===== config.mk =====
export PLATFORM = sky130hd
export DESIGN_NAME = source_data_serializer_flat
export DESIGN_NICKNAME = d
export VERILOG_FILES = /design/src/rtl/source_data_serializer_if.sv /design/src/rtl/source_data_serializer.sv /design/src/flat_wrapper.sv
export SDC_FILE = /design/constraint.sdc
export NUM_CORES = 1
export LEC_CHECK = 0
export CAP_MARGIN = 20
export CORE_ASPECT_RATIO = 2
export CORE_MARGIN = 1.5
export CORE_UTILIZATION = 50
export CTS_BUF_LIST = sky130_fd_sc_hd__clkbuf_2 sky130_fd_sc_hd__clkbuf_4 sky130_fd_sc_hd__clkbuf_8
export CTS_CLUSTER_DIAMETER = 200
export CTS_CLUSTER_SIZE = 10
export DETAILED_ROUTE_END_ITERATION = 10
export GPL_TIMING_DRIVEN = 0
export MAX_ROUTING_LAYER = met4
export PLACE_DENSITY = 0.79
export SETUP_SLACK_MARGIN = 0.02
export SLEW_MARGIN = 20
export SYNTH_ARGS = -nofsm -noshare
export SYNTH_HDL_FRONTEND = slang
export SYNTH_SLANG_ARGS = --single-unit

===== constraint.sdc =====
create_clock -name clk -period 1.85 [get_ports clk]
set_input_delay 0.185 -clock clk [delete_from_list [all_inputs] [get_ports clk]]
set_output_delay 0.185 -clock clk [all_outputs]
set_load 0.05 [all_outputs]

===== src/rtl/source_data_serializer_if.sv =====
// Stream bundle for the serializer: host-side word stream in, PHY-side beat stream out.
// The slave view is taken by the serializer; the master view belongs to whatever drives it.
interface source_data_serializer_if #(
  parameter int DATA_W = 16
);
  logic              s_valid;
  logic              s_ready;
  logic [DATA_W-1:0] s_data;
  logic              s_last;
  logic              m_valid;
  logic              m_ready;
  logic [DATA_W-1:0] m_data;
  logic              m_last;

  modport slave (
    input  s_valid, s_data, s_last, m_ready,
    output s_ready, m_valid, m_data, m_last
  );

  modport master (
    output s_valid, s_data, s_last, m_ready,
    input  s_ready, m_valid, m_data, m_last
  );
endinterface


===== src/rtl/source_data_serializer.sv =====
// Splits host words into flash-bus beats of 16/8/4/2/1 bits, reordering lane groups inside each byte
// so that narrow buses see the low byte first and each byte MSB-group first.
module source_data_serializer #(
  parameter int DATA_W = 16,
  parameter int CNT_W  = $clog2(DATA_W) + 1
) (
  input  logic                     clk,
  input  logic                     rst,
  input  logic [2:0]               i_mode,
  source_data_serializer_if.slave  bus,
  output logic                     o_busy,
  output logic                     o_mode_err
);

  localparam int WORDS16 = DATA_W / 16;

  typedef enum logic {
    IDLE,
    SHIFT
  } state_t;

  state_t            r_state, w_stateNext;
  logic [DATA_W-1:0] r_word, w_wordNext;
  logic [DATA_W-1:0] w_reord;
  logic [DATA_W-1:0] w_beatMask;
  logic [2:0]        r_sel, w_selNext;
  logic [2:0]        w_newSel;
  logic              w_newIllegal;
  logic [CNT_W-1:0]  r_k, w_kNext;
  logic [CNT_W-1:0]  w_lastK;
  logic              r_last, w_lastNext;
  logic              r_modeErr, w_modeErrNext;
  logic [4:0]        w_lw;
  logic              w_accept;
  logic              w_beatDone;
  logic              w_finalBeat;

  // r_sel holds log2(16/LW); illegal modes collapse to the 16-bit lane
  assign w_newIllegal = (i_mode > 3'd4);
  assign w_newSel     = w_newIllegal ? 3'd0 : i_mode;

  for (genvar b = 0; b < DATA_W / 8; b++) begin : g_byte
    logic [7:0] w_in;
    assign w_in = bus.s_data[b*8 +: 8];
    assign w_reord[b*8 +: 8] =
      (w_newSel == 3'd2) ? {w_in[3:0], w_in[7:4]} :
      (w_newSel == 3'd3) ? {w_in[1:0], w_in[3:2], w_in[5:4], w_in[7:6]} :
      (w_newSel == 3'd4) ? {w_in[0], w_in[1], w_in[2], w_in[3],
                            w_in[4], w_in[5], w_in[6], w_in[7]} :
                           w_in;
  end

  assign w_lw    = 5'd16 >> r_sel;
  assign w_lastK = CNT_W'((WORDS16 << r_sel) - 1);

  always_comb begin
    w_beatMask        = '0;
    w_beatMask[15:0]  = 16'((32'd1 << w_lw) - 32'd1);
  end

  always_ff @(posedge clk) begin
    if (rst) begin
      r_state   <= IDLE;
      r_word    <= '0;
      r_sel     <= 3'd0;
      r_k       <= '0;
      r_last    <= 1'b0;
      r_modeErr <= 1'b0;
    end else begin
      r_state   <= w_stateNext;
      r_word    <= w_wordNext;
      r_sel     <= w_selNext;
      r_k       <= w_kNext;
      r_last    <= w_lastNext;
      r_modeErr <= w_modeErrNext;
    end
  end

  // The held word is shifted down by LW per accepted beat, so the current beat always sits at bit 0
  always_comb begin
    w_stateNext   = r_state;
    w_wordNext    = r_word;
    w_selNext     = r_sel;
    w_kNext       = r_k;
    w_lastNext    = r_last;
    w_modeErrNext = r_modeErr;

    w_finalBeat = (r_k == w_lastK);
    bus.s_ready = (r_state == IDLE) | (bus.m_ready & w_finalBeat);
    w_accept    = bus.s_valid & bus.s_ready;
    w_beatDone  = (r_state == SHIFT) & bus.m_ready;

    if (w_accept) begin
      w_stateNext   = SHIFT;
      w_wordNext    = w_reord;
      w_selNext     = w_newSel;
      w_kNext       = '0;
      w_lastNext    = bus.s_last;
      w_modeErrNext = r_modeErr | w_newIllegal;
    end else if (w_beatDone) begin
      if (w_finalBeat) begin
        w_stateNext = IDLE;
        w_wordNext  = '0;
        w_kNext     = '0;
      end else begin
        w_wordNext = r_word >> w_lw;
        w_kNext    = r_k + CNT_W'(1);
      end
    end

    bus.m_valid = (r_state == SHIFT);
    bus.m_data  = r_word & w_beatMask;
    bus.m_last  = (r_state == SHIFT) & r_last & w_finalBeat;
    o_busy      = (r_state == SHIFT);
    o_mode_err  = r_modeErr;
  end

endmodule


===== src/flat_wrapper.sv =====
// flat-port wrapper written by rule: the top's interface ports become plain ports
module source_data_serializer_flat 
#(
  parameter int DATA_W = 16,
  parameter int CNT_W  = $clog2(DATA_W) + 1
)
  (clk, rst, i_mode, o_busy, o_mode_err, bus_s_valid, bus_s_data, bus_s_last, bus_m_ready, bus_s_ready, bus_m_valid, bus_m_data, bus_m_last);
  source_data_serializer_if #(.DATA_W(DATA_W)) bus_i ();
  input  logic clk;
  input  logic rst;
  input  logic [2:0] i_mode;
  output logic o_busy;
  output logic o_mode_err;
  input wire logic [$bits(bus_i.s_valid)-1:0] bus_s_valid;
  input wire logic [$bits(bus_i.s_data)-1:0] bus_s_data;
  input wire logic [$bits(bus_i.s_last)-1:0] bus_s_last;
  input wire logic [$bits(bus_i.m_ready)-1:0] bus_m_ready;
  output wire logic [$bits(bus_i.s_ready)-1:0] bus_s_ready;
  output wire logic [$bits(bus_i.m_valid)-1:0] bus_m_valid;
  output wire logic [$bits(bus_i.m_data)-1:0] bus_m_data;
  output wire logic [$bits(bus_i.m_last)-1:0] bus_m_last;
  assign bus_i.s_valid = bus_s_valid;
  assign bus_i.s_data = bus_s_data;
  assign bus_i.s_last = bus_s_last;
  assign bus_i.m_ready = bus_m_ready;
  assign bus_s_ready = bus_i.s_ready;
  assign bus_m_valid = bus_i.m_valid;
  assign bus_m_data = bus_i.m_data;
  assign bus_m_last = bus_i.m_last;
  source_data_serializer #(.DATA_W(DATA_W), .CNT_W(CNT_W)) u_core (.clk(clk), .rst(rst), .i_mode(i_mode), .bus(bus_i), .o_busy(o_busy), .o_mode_err(o_mode_err));
endmodule

==> results of run 1 <==
## power groups by stage
stage	Sequential, uW	Combinational, uW	Clock, uW
6_report	687	952	369
5_1_grt	690	1010	391
4_1_cts	683	900	367
3_5_place_dp	695	805	0
3_3_place_gp	693	795	0
2_1_floorplan	682	549	0
## cells in the final DEF (no fill, tap or decap), types with 16 or more instances in the layout
| cell | netlist | final |
|---|---|---|
| a21oi_1 | 16 | 16 |
| buf_4 | 1 | 19 |
| clkdlybuf4s50_1 | 0 | 23 |
| dfxtp_1 | 27 | 23 |
| mux2i_1 | 30 | 30 |
| nand2_1 | 17 | 16 |
| nor2_1 | 32 | 30 |
| o21ai_0 | 28 | 25 |
| o221ai_1 | 16 | 16 |
## how the worst max path moves through the flow
| stage | slack (ps) | from | to |
|---|---|---|---|
| after floorplan | -20 | u_core.r_sel[0] | bus_m_last |
| after global placement | -800 | u_core.r_sel[2] | bus_m_data[9] |
| after detailed placement | -830 | u_core.r_sel[2] | bus_m_data[9] |
| final | -390 | u_core.r_sel[0] | u_core.r_word[0] |
| after global routing | -500 | u_core.r_sel[0] | u_core.r_word[1] |
| after CTS | -390 | u_core.r_sel[0] | bus_m_last |
## metrics by stage
step	worst slack [ps]	hold WS [ps]	instance area, um^2
6_report	-385	451	3590
2_1_floorplan	-17.0	332	2680
5_1_grt	-497	515	3590
4_1_cts	-393	466	3510
3_3_place_gp	-798	456	3180
3_5_place_dp	-830	462	3180
## area by class of cell
class / count / area [um^2]
multi-input combinational: 274 / 2030
fill: 444 / 1500
timing repair buffer: 63 / 629
sequential: 27 / 553
buffer: 30 / 239
tap: 58 / 72.6
clock buffer: 3 / 41.3
inverter: 6 / 22.5
clock inverter: 1 / 8.76
## kinds of logic after synthesis
family | Yosys count | synth area share (%)
xor gates and xnor gates | 4 | 1.33
buffers and inverters | 40 | 7.01
muxes | 38 | 14.9
and+or+nand+nor | 103 | 19.5
adders and majority gates | 1 | 0.477
DFF | 27 | 20.6
AOI/OAI and AO/OA | 128 | 36.2
## timing repair
| action | 4_1_cts | 5_1_grt |
|---|---|---|
| gates resized for setup | 143 | 29 |
| pin swaps | 4 | 5 |
| endpoints found under the hold margin | 0 | 0 |
| buffers inserted | 15 | 5 |
| cloned | 1 | 0 |
| setup endpoints to repair | 46 | 45 |
## registers in the layout, indices dropped and copies added (netlist names)
register,cells
u_core.r_word,16
u_core.r_k,5
u_core.r_sel,3
u_core.r_last,1
u_core.bus.m_valid,1
u_core.o_mode_err,1
## critical path: stages (launching register included)
cell      delay, ps
dfxtp_4         380
nor2b_4         120
o31a_1          290
buf_4           140
o31a_4          310
o31ai_4         360
buf_4           250
o211ai_1        100
a31oi_1         220
## routing by layer
layer | share of wire (%) | global-route usage [%] | routed length [um]
met1 | 36 | 35.2 | 3220
met2 | 54 | 59.6 | 4910
met3 | 5.0 | 3.82 | 448
met4 | 4.9 | 16.4 | 439
met5 | 0 | - | 0
==> out/qor.txt, run 1 <==
status - finished with violations
failing checks - negative setup slack
Worst IR Drop VDD - 0.440 mV
P_int - 1190 uW
Cell Count, Final, Fillers Out - 462
CTS clock-pin slew for the worst setup and hold paths - 110 ps
clk root buf - clkbuf_8
Syn Std Cell Area - 2630 um^2
placed cell count - 442
synth top area cells - dfxtp_1, mux2i_1, o21ai_0
worst clock skew - 19.8 ps
floorplan core area - 5090 um^2
Synth async-reset ratio - 0%
Worst Max-Slew Pin Slew - 729 ps
Final Cycle Share - 121%
CP Max Fanout - 6
io pins - 45
1st-pass router iterations - 5
total chip power - 2010 uW
Clock Power Share - 18.4%
Initial Util - 51.5%
Gate power share - 47.4%
DR vias - 3123
ys flop type - dfxtp_1
R2R cell count - 8
die area - 5720 um^2
Synth top cells by count - nor2_1, mux2i_1, o21ai_0
MaxCap Viol Count - 0
Die Span X - 54.2 um
Hold Vio Cnt, Final - 0
vias in the first global route - 3061
vias per cell - 6.76
Row Count - 37
post-synth top area share - 20.6%
Switch Pwr - 814 uW
number of enable flip-flop cells after synthesis - 0
Cells after Synth - 341
final setup fails - 33
critical setup path kind - reg -> reg
Clock Sinks - 27
Worst Setup Start Kind - flip-flop
CTS tree - yes
drt drc - 0
initial antenna violation count - 0
setup_tns - -8120 ps
layout cells sized above 1 - 25.0%
Mapped Avg Cell Area - 7.70 um^2
Port Buffers - 43
switch share - 40.5%
WL/cell - 19.5 um
Final Slew Violations - 0
GR Overflow Total - 0
Mapped Nets - 366
Seq cells post-synth - 27
GRT Util Overall - 34.0%
Worst R2R End - u_core.r_word[0]
first-pass GRT wire length - 14.5 mm
hold path endpoint - u_core.r_sel[1]
fin util - 70.5%
antenna-violating nets left - 0
part of the power in registers - 34.2%
largest net degree at the start of global routing - 18
nets@finish - 430
most common cell in the netlist - nor2_1
Reg2Reg Setup Slack - -390 ps
Seq/Total Area, Yosys - 20.6%
area growth from synthesis to layout - 36.8%
Hold Buf Count CTS - 0
P per Cell Area - 559 nW/um^2
crit path time final - 2240 ps
later-pin clock latency in the skew report - 290 ps
Critical Path RT - 2070 ps
most area-hungry cell type in the Yosys netlist - dfxtp_1
Critical Path Sink Type - flip-flop
headroom to the max-slew limit - 51.2%
antenna fix cells - 0
worst hold start - i_mode[1]
worst reg2reg path startpoint - u_core.r_sel[0]
Yosys cell types - 52
FMAX - 0.447 GHz
Clock Path Buffers - 2
htree depth - 1
RSZ-0062 raised after global routing - true
P_leak - 0.00134 uW
Placer Congestion - 0.970
DR iter-0 viols - 132
crit path DAT - 2450 ps
hold depth - 4
post-DP HPWL - 6.64 mm
Num CTS Buffers - 3
final wirelength - 9.02 mm
die height - 105 um
Yosys warning total - 0
setup ws final - -385 ps
Tightest Hold Check Type - in -> reg
Power figures use the tool's default switching activity.
==> run 2: changes to the inputs <==
--- a/config.mk
+++ b/config.mk
@@ -15,7 +15,7 @@
 export DETAILED_ROUTE_END_ITERATION = 10
 export GPL_TIMING_DRIVEN = 0
 export MAX_ROUTING_LAYER = met4
-export PLACE_DENSITY = 0.79
+export PLACE_DENSITY = 0.86
 export SETUP_SLACK_MARGIN = 0.02
 export SLEW_MARGIN = 20
 export SYNTH_ARGS = -nofsm -noshare
==> out/qor.txt, run 2 (same netlist as run 1, synthesis figures left out) <==
Worst IR Drop VDD - 0.420 mV (was 0.440 mV)
Top reg by flops - u_core.r_word (unchanged)
Initial Util - 51.5% (unchanged)
clk root buf - clkbuf_8 (unchanged)
WL/cell - 19.6 um (was 19.5 um)
Reg2Reg Setup Slack - -310 ps (was -390 ps)
post-DP HPWL - 6.58 mm (was 6.64 mm)
Die Span X - 54.2 um (unchanged)
GRT Util Overall - 34.4% (was 34.0%)
CTS tree - yes (unchanged)
1st-pass router iterations - 7 (was 5)
final wirelength - 9.13 mm (was 9.02 mm)
MaxCap Viol Count - 0 (unchanged)
Gate power share - 48.9% (was 47.4%)
FMAX - 0.458 GHz (was 0.447 GHz)
status - finished with violations (unchanged)
die height - 105 um (unchanged)
io pins - 45 (unchanged)
Clock Path Buffers - 2 (unchanged)
DR vias - 3136 (was 3123)
vias per cell - 6.74 (was 6.76)
Num CTS Buffers - 3 (unchanged)
switch share - 40.1% (was 40.5%)
Final Slew Violations - 0 (unchanged)
GR Overflow Total - 0 (unchanged)
part of the power in registers - 33.8% (was 34.2%)
Tightest Hold Check Type - in -> reg (unchanged)
Row Count - 37 (unchanged)
Critical Path RT - 1660 ps (was 2070 ps)
Worst R2R End - u_core.r_word[11] (was u_core.r_word[0])
first-pass GRT wire length - 14.5 mm (about the same)
headroom to the max-slew limit - 43.5% (was 51.2%)
Switch Pwr - 817 uW (was 814 uW)
Cell Count, Final, Fillers Out - 465 (was 462)
critical setup path kind - reg -> out (was reg -> reg)
layout cells sized above 1 - 26.0% (was 25.0%)
later-pin clock latency in the skew report - 290 ps (about the same)
max reg flops - 16 (unchanged)
placed cell count - 442 (unchanged)
R2R cell count - 10 (was 8)
die area - 5720 um^2 (unchanged)
area growth from synthesis to layout - 39.0% (was 36.8%)
CP peak stage delay - 370 ps (was 380 ps)
htree depth - 1 (unchanged)
M2 GR Usage - 58.1% (was 59.6%)
P_int - 1220 uW (was 1190 uW)
antenna-violating nets left - 0 (unchanged)
vias in the first global route - 3094 (was 3061)
Top Family by Delay on Critical Path - buffers and inverters (was compound AO/OA/AOI/OAI gates)
Hold Vio Cnt, Final - 0 (unchanged)
Port Buffers - 43 (unchanged)
Worst Max-Slew Pin Slew - 844 ps (was 729 ps)
initial antenna violation count - 0 (unchanged)
total chip power - 2040 uW (was 2010 uW)
CP bufs+invs - 3 (was 2)
crit path DAT - 2000 ps (was 2450 ps)
P per Cell Area - 558 nW/um^2 (was 559 nW/um^2)
worst clock skew - 7.03 ps (was 19.8 ps)
antenna fix cells - 0 (unchanged)
GR peak layer - met2 (unchanged)
met1 usage - 34.4% (was 35.2%)
Clock Power Share - 17.3% (was 18.4%)
P_leak - 0.00136 uW (was 0.00134 uW)
biggest regs - u_core.r_word: 16 flops, u_core.r_k: 5 flops, u_core.r_sel: 3 flops (unchanged)
nets@finish - 433 (was 430)
CP max stage cell - dfxtp_4 (unchanged)
hold path endpoint - u_core.r_sel[1] (unchanged)
final setup fails - 36 (was 33)
crit path time final - 2180 ps (was 2240 ps)
Final Cycle Share - 118% (was 121%)
routing usage on met3 - 3.40% (was 3.82%)
Hold Buf Count CTS - 0 (unchanged)
floorplan core area - 5090 um^2 (unchanged)
hold depth - 4 (unchanged)
largest net degree at the start of global routing - 16 (was 18)
Clock Sinks - 27 (unchanged)
RSZ-0062 raised after global routing - true (unchanged)
FILL cells - 404 (was 444)
crit path cell chain - nor2b_4, o31a_1, o31ai_1, nand4_1, clkbuf_8, clkbuf_16, nor2_4, buf_6 (was nor2b_4, o31a_1, buf_4, o31a_4, o31ai_4, buf_4, o211ai_1, a31oi_1)
failing checks - negative setup slack (unchanged)
CTS clock-pin slew for the worst setup and hold paths - 100 ps (was 110 ps)
worst hold start - i_mode[1] (unchanged)
most frequent cells in the layout - nor2_1, mux2i_1, o21ai_0 (unchanged)
DR iter-0 viols - 155 (was 132)
Critical Path Sink Type - output pin (was flip-flop)
Placer Congestion - 0.959 (was 0.970)
worst reg2reg path startpoint - u_core.r_sel[0] (unchanged)
Worst Setup Start Kind - flip-flop (unchanged)
CP Max Fanout - 6 (unchanged)
setup ws final - -331 ps (was -385 ps)
drt drc - 0 (unchanged)
-- run 2: cell types whose count changed in the layout (fill, tap and decap cells not counted), moves of 2 or more --
cell / before / now
a211oi_1: 2 / 0
a211oi_2: 1 / 3
buf_4: 19 / 16
clkbuf_1: 14 / 16
clkbuf_4: 1 / 3
-- run 2: through the flow --
stage / setup slack, ps / util, % / TNS [ps] / area, um^2 / hold WS [ps]
6_report: -331 / 71.7 / -7830 / 3650 / 509
5_1_grt: -431 / 71.7 / -11620 / 3650 / 548
4_1_cts: -365 / 70.2 / -8190 / 3580 / 500
3_5_place_dp: -843 / 62.5 / -17160 / 3180 / 468
3_3_place_gp: -825 / 62.5 / -15860 / 3180 / 455
2_1_floorplan: -17.0 / - / -35.7 / 2680 / 332
-- run 2: worst max-delay path by stage --
stage                               start        endpoint  slack [ps]  cells past startpoint
after detailed placement  u_core.r_sel[0]  bus_m_data[13]        -840                      6
final                     u_core.r_sel[0]      bus_m_last        -330                      8
after CTS                 u_core.r_sel[0]      bus_m_last        -370                      8
after floorplan           u_core.r_sel[0]      bus_m_last         -20                      8
after global routing      u_core.r_sel[1]      bus_m_last        -430                      8
after global placement      u_core.r_k[0]      bus_m_last        -820                      8
-- run 2: tightest hold or removal path: cells and delay by family --
kind,cells,cell delay [ps]
AND/OR/NAND/NOR,2,270
buffers and inverters,1,170
multiplexers,1,150
-- run 2: layout make-up --
| class | count | area (um^2) | share of cell area (%) |
|---|---|---|---|
| inverter | 6 | 22.5 | 0.617 |
| clock buffer | 3 | 41.3 | 1.13 |
| sequential | 27 | 556 | 15.2 |
| tap | 58 | 72.6 | 1.99 |
| clock inverter | 1 | 5.00 | 0.137 |
| multi-input combinational | 274 | 2040 | 55.9 |
| timing repair buffer | 64 | 664 | 18.2 |
| buffer | 32 | 246 | 6.75 |
-- run 2: power groups by stage --
| stage | Clock [uW] | Sequential [uW] | Combinational, uW |
|---|---|---|---|
| 6_report | 351 | 689 | 995 |
| 3_3_place_gp | 0 | 693 | 792 |
| 2_1_floorplan | 0 | 682 | 549 |
| 4_1_cts | 349 | 683 | 944 |
| 5_1_grt | 366 | 692 | 1050 |
| 3_5_place_dp | 0 | 693 | 804 |
-- run 2: layer usage --
metal	part of all wire, %	vias to the layer above	wire length (um)
met4	7.0	0	635
met2	54	162	4940
li1	-	1450	-
met5	0	-	0
met3	5.3	54	482
met1	34	1470	3070
-- run 2: timing repair --
item | CTS | global route
gates cloned | 1 | 0
endpoints found under the setup margin | 46 | 40
buffers inserted | 19 | 1
pin swaps | 6 | 5
resized for setup | 148 | 26
==> run 3: changes to the inputs <==
--- a/config.mk
+++ b/config.mk
@@ -16,6 +16,7 @@
 export GPL_TIMING_DRIVEN = 0
 export MAX_ROUTING_LAYER = met4
 export PLACE_DENSITY = 0.86
+export RECOVER_POWER = 50
 export SETUP_SLACK_MARGIN = 0.02
 export SLEW_MARGIN = 20
 export SYNTH_ARGS = -nofsm -noshare
==> out/qor.txt, run 3 (same netlist as run 1, synthesis figures left out) <==
crit path DAT - 1990 ps (was 2000 ps)
WL/cell - 19.6 um (about the same)
max reg flops - 16 (unchanged)
CP Max Fanout - 6 (unchanged)
switch share - 40.1% (about the same)
antenna fix cells - 0 (unchanged)
Critical Path RT - 1660 ps (about the same)
Worst Setup Start Kind - flip-flop (unchanged)
later-pin clock latency in the skew report - 290 ps (about the same)
MaxCap Viol Count - 0 (unchanged)
io pins - 45 (unchanged)
P per Cell Area - 557 nW/um^2 (was 558 nW/um^2)
htree depth - 1 (unchanged)
status - finished with violations (unchanged)
Post-Layout Inst Area - 3650 um^2 (unchanged)
vias per cell - 6.76 (was 6.74)
clk root buf - clkbuf_8 (unchanged)
Hold Vio Cnt, Final - 0 (unchanged)
first-pass GRT wire length - 14.5 mm (unchanged)
final setup fails - 36 (unchanged)
CP bufs+invs - 3 (unchanged)
Final Slew Violations - 0 (unchanged)
hold path endpoint - u_core.r_sel[1] (unchanged)
GR Overflow Total - 0 (unchanged)
Critical Path Sink Type - output pin (unchanged)
CP max stage cell - dfxtp_4 (unchanged)
Worst Max-Slew Pin Slew - 845 ps (was 844 ps)
1st-pass router iterations - 5 (was 7)
Final Cycle Share - 118% (about the same)
WHS - 509 ps (about the same)
Hold Buf Count CTS - 0 (unchanged)
Worst R2R End - u_core.r_word[11] (unchanged)
Switch Pwr - 816 uW (was 817 uW)
Row Count - 37 (unchanged)
GRT Util Overall - 34.4% (unchanged)
Top Family by Delay on Critical Path - buffers and inverters (unchanged)
DR vias - 3144 (was 3136)
most frequent cells in the layout - nor2_1, mux2i_1, o21ai_0 (unchanged)
largest net degree at the start of global routing - 16 (unchanged)
R2R cell count - 10 (unchanged)
die height - 105 um (unchanged)
Placer Congestion - 0.959 (unchanged)
FMAX - 0.459 GHz (was 0.458 GHz)
P_int - 1220 uW (about the same)
Tightest Hold Check Type - in -> reg (unchanged)
vias in the first global route - 3094 (unchanged)
headroom to the max-slew limit - 43.5% (about the same)
RSZ-0062 raised after global routing - true (unchanged)
floorplan core area - 5090 um^2 (unchanged)
Worst IR Drop VDD - 0.419 mV (was 0.420 mV)
Gate power share - 48.9% (about the same)
drt drc - 0 (unchanged)
post-DP HPWL - 6.58 mm (unchanged)
part of the power in registers - 33.9% (was 33.8%)
Num CTS Buffers - 3 (unchanged)
die area - 5720 um^2 (unchanged)
hold depth - 4 (unchanged)
Cell Count, Final, Fillers Out - 465 (unchanged)
fin util - 71.7% (unchanged)
setup ws final - -327 ps (was -331 ps)
Clock Power Share - 17.2% (was 17.3%)
Post-DP Area - 3180 um^2 (unchanged)
area growth from synthesis to layout - 39.0% (unchanged)
antenna-violating nets left - 0 (unchanged)
CTS clock-pin slew for the worst setup and hold paths - 100 ps (about the same)
failing checks - negative setup slack (unchanged)
Reg2Reg Setup Slack - -300 ps (was -310 ps)
Clock Sinks - 27 (unchanged)
CTS tree - yes (unchanged)
Clock Path Buffers - 2 (unchanged)
Top reg by flops - u_core.r_word (unchanged)
nets@finish - 433 (unchanged)
placed cell count - 442 (unchanged)
Initial Util - 51.5% (unchanged)
critical setup path kind - reg -> out (unchanged)
Port Buffers - 43 (unchanged)
P_leak - 0.00136 uW (about the same)
worst hold start - i_mode[1] (unchanged)
CP peak stage delay - 370 ps (about the same)
crit path cell chain - nor2b_4, o31a_1, o31ai_1, nand4_1, clkbuf_8, clkbuf_16, nor2_4, buf_6 (unchanged)
final wirelength - 9.12 mm (was 9.13 mm)
DR iter-0 viols - 155 (unchanged)
initial antenna violation count - 0 (unchanged)
biggest regs - u_core.r_word: 16 flops, u_core.r_k: 5 flops, u_core.r_sel: 3 flops (unchanged)
Die Span X - 54.2 um (unchanged)
worst clock skew - 7.14 ps (was 7.03 ps)
worst reg2reg path startpoint - u_core.r_sel[0] (unchanged)
layout cells sized above 1 - 26.0% (unchanged)
crit path time final - 2180 ps (about the same)
-- run 3: changes by cell type in the layout (fill, tap and decap cells not counted), sizes merged --
cell,previous run,this run
clkdlybuf4s50,23,22
dlygate4sd3,0,1
-- run 3: routing by layer --
metal  up-vias  wire length (um)  GRT usage (%)
met2       166              4970           58.1
met1      1474              3080           34.4
met3        53               456           3.40
met5         -                 0              -
li1       1451                 -              -
met4         0               612           24.5
-- run 3: per-stage QoR --
| step | power [uW] | setup TNS (ps) | setup WS, ps |
|---|---|---|---|
| 2_1_floorplan | 1230 | -35.7 | -17.0 |
| 3_3_place_gp | 1480 | -15860 | -825 |
| 3_5_place_dp | 1500 | -17160 | -843 |
| 4_1_cts | 1980 | -8190 | -365 |
| 5_1_grt | 2110 | -11620 | -431 |
| 6_report | 2030 | -7840 | -327 |
-- run 3: worst max path at each step --
stage,from,endpoint,cells past startpoint
3_3_place_gp,u_core.r_k[0],bus_m_last,8
5_1_grt,u_core.r_sel[1],bus_m_last,8
4_1_cts,u_core.r_sel[0],bus_m_last,8
2_1_floorplan,u_core.r_sel[0],bus_m_last,8
3_5_place_dp,u_core.r_sel[0],bus_m_data[13],6
6_report,u_core.r_sel[0],bus_m_last,8
-- run 3: final cells by class --
type	count	area (um^2)
multi-input cells	274	2040
inverters	6	22.5
flip-flops and latches	27	556
fillers	404	1440
well taps	58	72.6
clock inverters	1	5.00
clock buffers	3	41.3
plain buffers	32	246
repair buffers	64	664
-- run 3: worst min-delay path, stage by stage --
cell      delay [ps]
clkbuf_1         170
nor2b_1          200
mux2i_1          150
nor2_1            70
-- run 3: what timing repair did --
| action | 4_1_cts | 5_1_grt |
|---|---|---|
| endpoints found under the setup margin | 46 | 40 |
| buffers inserted | 19 | 1 |
| gates resized for setup | 148 | 26 |
| cloned | 1 | 0 |
| pin swaps | 6 | 5 |
-- run 3: power by group through the flow --
stage	registers [uW]	logic, uW	clock network [uW]
2_1_floorplan	682	549	0
3_3_place_gp	693	792	0
3_5_place_dp	693	804	0
4_1_cts	683	944	349
5_1_grt	692	1050	366
6_report	689	995	350
